===== config.mk =====
export PLATFORM = sky130hd
export DESIGN_NAME = rom_sequencer
export DESIGN_NICKNAME = d
export VERILOG_FILES = /design/src/rtl/rom_sequencer.sv
export SDC_FILE = /design/constraint.sdc
export NUM_CORES = 1
export LEC_CHECK = 0
export ABC_AREA = 1
export CELL_PAD_IN_SITES_DETAIL_PLACEMENT = 0
export CELL_PAD_IN_SITES_GLOBAL_PLACEMENT = 1
export CORE_MARGIN = 2
export CORE_UTILIZATION = 40
export DETAILED_ROUTE_END_ITERATION = 10
export DONT_BUFFER_PORTS = 1
export PLACE_DENSITY_LB_ADDON = 0.1
export RECOVER_POWER = 25
export REMOVE_ABC_BUFFERS = 1
export SYNTH_ARGS = -nofsm -noshare
export SYNTH_HDL_FRONTEND = slang
export SYNTH_SLANG_ARGS = --single-unit

===== constraint.sdc =====
create_clock -name clk -period 1.3 [get_ports clk]
set_input_delay 0.26 -clock clk [delete_from_list [all_inputs] [get_ports clk]]
set_output_delay 0.26 -clock clk [all_outputs]
set_load 0.01 [all_outputs]

===== src/rtl/rom_sequencer.sv =====
// Burst reader: walks a ROM address range (optionally looping) and hands each
// word to a consumer over a valid/ready handshake, one word per two cycles.
module rom_sequencer #(
    parameter int unsigned ADDR_W = 4,
    parameter int unsigned DATA_W = 4
) (
    input  logic              clk,
    input  logic              rst,
    input  logic              start,
    input  logic              abort,
    input  logic [ADDR_W-1:0] start_addr,
    input  logic [ADDR_W-1:0] end_addr,
    input  logic              loop_en,
    output logic [ADDR_W-1:0] rom_addr,
    output logic              rom_rd,
    input  logic [DATA_W-1:0] rom_data,
    output logic [DATA_W-1:0] dout,
    output logic              dout_valid,
    input  logic              dout_ready,
    output logic              busy,
    output logic              done
);

    typedef enum logic [1:0] {
        IDLE = 2'd0,
        READ = 2'd1,
        HOLD = 2'd2
    } state_t;

    state_t state;
    state_t state_nxt;

    logic [ADDR_W-1:0] start_q;
    logic [ADDR_W-1:0] end_q;
    logic              loop_q;

    logic [ADDR_W-1:0] start_nxt;
    logic [ADDR_W-1:0] end_nxt;
    logic              loop_nxt;
    logic [ADDR_W-1:0] rom_addr_nxt;
    logic              rom_rd_nxt;
    logic [DATA_W-1:0] dout_nxt;
    logic              dout_valid_nxt;
    logic              done_nxt;

    logic xfer;
    logic last;

    assign xfer = dout_valid && dout_ready;
    assign last = (rom_addr == end_q);
    assign busy = (state != IDLE);

    // State register
    always_ff @(posedge clk) begin
        if (rst) begin
            state <= IDLE;
        end else begin
            state <= state_nxt;
        end
    end

    // Next-state decode; abort always wins over an in-flight handshake
    always_comb begin
        state_nxt = state;
        unique case (state)
            IDLE: begin
                if (start) begin
                    state_nxt = READ;
                end
            end
            READ: begin
                state_nxt = abort ? IDLE : HOLD;
            end
            HOLD: begin
                if (abort) begin
                    state_nxt = IDLE;
                end else if (xfer) begin
                    state_nxt = (last && !loop_q) ? IDLE : READ;
                end
            end
            default: state_nxt = IDLE;
        endcase
    end

    // Next values for the registered outputs and latched burst parameters
    always_comb begin
        start_nxt      = start_q;
        end_nxt        = end_q;
        loop_nxt       = loop_q;
        rom_addr_nxt   = rom_addr;
        rom_rd_nxt     = rom_rd;
        dout_nxt       = dout;
        dout_valid_nxt = dout_valid;
        done_nxt       = 1'b0;
        unique case (state)
            IDLE: begin
                rom_rd_nxt     = 1'b0;
                dout_valid_nxt = 1'b0;
                if (start) begin
                    start_nxt    = start_addr;
                    end_nxt      = end_addr;
                    loop_nxt     = loop_en;
                    rom_addr_nxt = start_addr;
                    rom_rd_nxt   = 1'b1;
                end
            end
            READ: begin
                rom_rd_nxt = 1'b0;
                if (abort) begin
                    dout_valid_nxt = 1'b0;
                end else begin
                    dout_nxt       = rom_data;
                    dout_valid_nxt = 1'b1;
                end
            end
            HOLD: begin
                if (abort) begin
                    rom_rd_nxt     = 1'b0;
                    dout_valid_nxt = 1'b0;
                end else if (xfer) begin
                    dout_valid_nxt = 1'b0;
                    if (!last) begin
                        rom_addr_nxt = rom_addr + ADDR_W'(1);
                        rom_rd_nxt   = 1'b1;
                    end else if (loop_q) begin
                        rom_addr_nxt = start_q;
                        rom_rd_nxt   = 1'b1;
                    end else begin
                        done_nxt = 1'b1;
                    end
                end
            end
            default: begin
                rom_rd_nxt     = 1'b0;
                dout_valid_nxt = 1'b0;
            end
        endcase
    end

    // Output and parameter registers
    always_ff @(posedge clk) begin
        if (rst) begin
            start_q    <= '0;
            end_q      <= '0;
            loop_q     <= 1'b0;
            rom_addr   <= '0;
            rom_rd     <= 1'b0;
            dout       <= '0;
            dout_valid <= 1'b0;
            done       <= 1'b0;
        end else begin
            start_q    <= start_nxt;
            end_q      <= end_nxt;
            loop_q     <= loop_nxt;
            rom_addr   <= rom_addr_nxt;
            rom_rd     <= rom_rd_nxt;
            dout       <= dout_nxt;
            dout_valid <= dout_valid_nxt;
            done       <= done_nxt;
        end
    end

endmodule


Yosys cells after proc, flatten, opt, wreduce, memory -nomap -nowiden:

Index checks and enable logic that the tools add are counted.
Widths: inputs -> output; s select.

* bitwise operators: 4
* multiplexer cells: 23
* reduce and logical (&&, ||, !) cells: 12
* add/subtract/negate cells: 1
* equal/unequal tests: 9

Operator list (count)
* $mux 4: 5
* $mux 1: 10
* $mux 2: 4
* $pmux 4 s2: 1
* $reduce_and 2->1: 4
* $ne 2x2->1 const B: 3
* $ne 3x3->1 const B: 2
* $pmux 2 s3: 1
* $reduce_and 5->1: 1
* $reduce_or 5->1: 1
* $add 4x1->4 const B: 1
* $eq 4x4->1: 1
* $ne 4x4->1 const B: 1
* $not 1->1: 4
* $pmux 1 s2: 2
* $reduce_bool 2->1: 2
* $eq 2x1->1 const B: 1
* $eq 2x2->1 const B: 1
* $logic_and 1x1->1: 2
* $logic_not 2->1: 1
* $logic_not 1->1: 1

* word-level logic and storage cells: 58
* input port bits: 18
* register bits after elaboration: 22

Logic depth before layout (Yosys ltp):

* depth after elaboration: 6
* gate-level depth with buffers: 10

Worst setup path after synthesis:

No wires, ideal clock.

* path type: reg-to-reg
* start: register rom_addr[0]
* end: register rom_addr[0]
* setup slack: 0.055 ns
* library setup time: 0.113 ns
* buffers on the path: 0
* required time: 1.187 ns
* arrival time: 1.132 ns
* cell stages (with the launch flop): 10
* cells stage by stage: dfxtp_1 > inv_1 > nand2_1 > nand2_2 > nor2_8 > nand4_4 > nand3_4 > nand2_1 > nand2_1 > nor2_1

* cells in the longest elaborated chain, start to end: 5
* elaborated cells on any way between the ends: 8
* classes of those cells: add/sub: 1; eq/ne: 2; mux: 4; reduce/logical: 1

RTL lines
* start, declared: RTL line 14 `output logic [ADDR_W-1:0] rom_addr,`
* start signal, assigned: RTL line 155 `rom_addr <= rom_addr_nxt;`
* $add 4x1->4 or $eq 4x4->1 (tied branches): RTL line 123, 50
* $mux 4: RTL line 122 `if (!last) begin`
* $mux 4: RTL line 120 `end else if (xfer) begin`
* $mux 4: RTL line 117 `if (abort) begin`
* $pmux 4 s2: RTL line 95 `unique case (state)`

Parallel ways exist; a longest one is shown, timed or not. The select of a mux whose other input is x is not followed.
A chain may end at the register's enable or synchronous reset.

Worst setup path in the final report:

* start: register rom_addr[0]
* end: register rom_addr[2]

The elaborated chain is that of the path after synthesis.

==> metrics.cfg <==
[outcome]
outcome = finished, final reports clean

[floorplanning]
core_region_area_um2 = 2522
start_util = 0.4330
pin_count = 30
die_h_um = 56.26
rows = 18
die_w_um = 56.26
fp.dieArea_um2 = 3165

[routing]
wire_per_inst_um = 12.38
wl_um = 2390
first_iter_violations = 19
route.vias.total = 952
drc_errors = 0
ant_nets = 0
vias_per_cell = 4.933
drt_pass1_iterations = 4

[sta]
fin_skew_ns = 0.005102
period_minus_slack_ns = 1.257
slew_violations = 0
max_slew_margin = 0.8030
setup_violations = 0
finalSetupTns_ns = 0
grt_setup_unrepaired = true
hold_viol = 0
min_period_over_period = 0.9667
tightest_slew_ns = 0.2955
setup_ws_ns = 0.04327
fmaxAchievable_mhz = 795.7

[cells_and_area]
area_growth_pct = 20.96
antenna_cells = 0
n_fill_cell = 263
final_area_um2 = 1321
final_nets = 183
drive_gt1_frac = 0.3252

[critical_path]
cp.arrival_ns = 1.47
crit_required_ns = 1.52
timing.rr.end = rom_addr[2]
path_cells = inv_2, nand2_2, nand2_4, nor2_8, nand4_4, nand3_4, nand2_1, nand2_1, nor2_1
cp-start-kind = flip-flop
critPathKind = reg -> reg
reg2reg_from = rom_addr[0]
crit_path_top_delay_cell = dfxtp_2
ff2ff_path_depth = 9
crit_top_cell = nand2_1
crit_fanout = 6
crit_path_end_kind = flip-flop
max_stage_delay_ns = 0.38
rrSetupSlack_ns = 0.04

[placed_design]
dp_slack_ns = -0.03205
numPortBuffers = 0
placed_cell_area_um2 = 1182
place_congestion = 0.7971
dp_hpwl_um = 1660

[worst_hold_path]
hp-start = start_addr[0]
hold_depth = 2
whs_endpoint = start_q[0]
min_path_type = in -> reg

[logic_synthesis]
yosysSeqAreaShare = 0.4032
ys_top_cells_by_count = nand2_1, dfxtp_1, nor2_1, inv_1, a21oi_1
syn_avg_cell_area_um2 = 7.431
synth_top_area_cell = dfxtp_1
async_flop_share = 0
synthFlopType = dfxtp_1
ys_ff_latch = 22
yosys.cell_count.top_type = nand2_1
syn_area_um2 = 1092
synth-edff-count = 0
synth_area_leaders = dfxtp_1, nand2_1, a21oi_1
syn-instance-count = 147
yosysWarnings = 0
synth_cell_types = 23
synth_top_area_frac = 0.4032

[pwr]
total_power_mw = 1.581
p_per_area_nw_per_um2 = 1196
pwr-share-seq = 0.490
switching_share = 0.3187
max-vdd-ir-drop_mv = 0.5747
p_clk_frac = 0.247
p_int_mw = 1.077
p_sw_mw = 0.5038
p_leak_nw = 0.5940
comb_power_share = 0.263

[global_route]
overflow = 0
antenna_found_initial = 0
grt_max_degree = 19
grt_pass1_vias = 887
grt_usage = 0.1615
grt_pass1_wl_um = 4057

[clock_tree]
cts_sinks = 22
htreeDepth = 1
path_clk_slew_ns = 0.13
cts_root_buffer = clkbuf_4
clock_path_buffers = 2
insertion_delay_ns = 0.31
cts_inserted_buffers = 3
cts_tree = built

[job]
cap_violations = 0

## flip-flops by register name (all words and copies together), names as in the netlist
| register | cells |
|---|---|
| start_q | 4 |
| rom_addr | 4 |
| rom_rd | 1 |
| end_q | 4 |
| dout_valid | 1 |
| state | 2 |
| done | 1 |
| dout | 4 |
| loop_q | 1 |
## per-stage QoR
step / instances / utilization / hold WS (ns)
2_1_floorplan: 144 / - / 0.3291
3_3_place_gp: 183 / 0.4688 / 0.3314
3_5_place_dp: 183 / 0.4688 / 0.3322
4_1_cts: 189 / 0.4926 / 0.01413
5_1_grt: 193 / 0.5238 / 0.1281
6_report: 193 / 0.5238 / 0.1089
## timing repair
item	4_1_cts	5_1_grt
setup endpoints to repair	4	9
pin swaps	0	4
resized for setup	3	20
hold endpoints to repair	3	1
setup buffers	0	3
cloned	1	0
hold buffers	1	1
## worst max path at each step
| stage | start | end | slack, ns | cells after the start |
|---|---|---|---|---|
| final | rom_addr[0] | rom_addr[2] | 0.04 | 9 |
| after global routing | rom_addr[3] | rom_addr[1] | -0.08 | 9 |
| after CTS | rom_addr[3] | rom_addr[2] | 0.005 | 9 |
| after detailed placement | rom_addr[2] | rom_addr[2] | -0.03 | 9 |
| after global placement | rom_addr[2] | rom_addr[0] | -0.01 | 9 |
| after floorplan | rom_addr[0] | rom_addr[0] | 0.05 | 9 |
## logic make-up after synthesis
logic type,share of synthesized area
flip-flops,0.4032
adder cells (fa/ha/maj),0.01145
buffers and inverters,0.08247
XOR/XNOR,0.01604
AO/OA/AOI/OAI,0.1271
AND/OR/NAND/NOR,0.3597
## per-layer routing
metal / part of all wire / routed length [µm] / track usage / vias to the layer above
li1: - / - / - / 499
met1: 0.46 / 1104 / 0.2183 / 432
met2: 0.47 / 1131 / 0.2571 / 19
met3: 0.055 / 132 / 0.03456 / 2
met4: 0.0088 / 21 / 0.05102 / 0
met5: 0 / 0 / 0 / -
## cell usage in the layout (no fill, tap or decap), types with 6 or more instances in the layout
cell / n
inv_2: 7
nand2_1: 24
o21ai_0: 11
inv_1: 13
dfxtp_2: 6
nand2_2: 10
dfxtp_1: 14
nor2_1: 17
buf_4: 12
nand3_1: 7
a21oi_1: 13
## power groups by stage
stage	clock [mW]	combinational [mW]	sequential (mW)
after floorplan	0	0.276	0.786
after global placement	0	0.373	0.782
after detailed placement	0	0.374	0.784
after CTS	0.399	0.385	0.771
after global routing	0.427	0.473	0.784
final	0.390	0.416	0.775
## worst max-delay path, delay by kind of cell (launching register included)
kind | cells | cell delay (ns)
buf+inv | 1 | 0.05
flops | 1 | 0.38
simple gates | 8 | 0.72
## final cells by class
class	instances	area (µm²)	area share
Multi-Input combinational cell	103	606.8	0.4593
Clock buffer	4	36.28	0.02746
Sequential cell	22	455.4	0.3447
Timing Repair Buffer	14	110.1	0.08333
Tap cell	30	37.54	0.02841
Inverter	20	75.07	0.05682
Power figures use the tool's default switching activity.
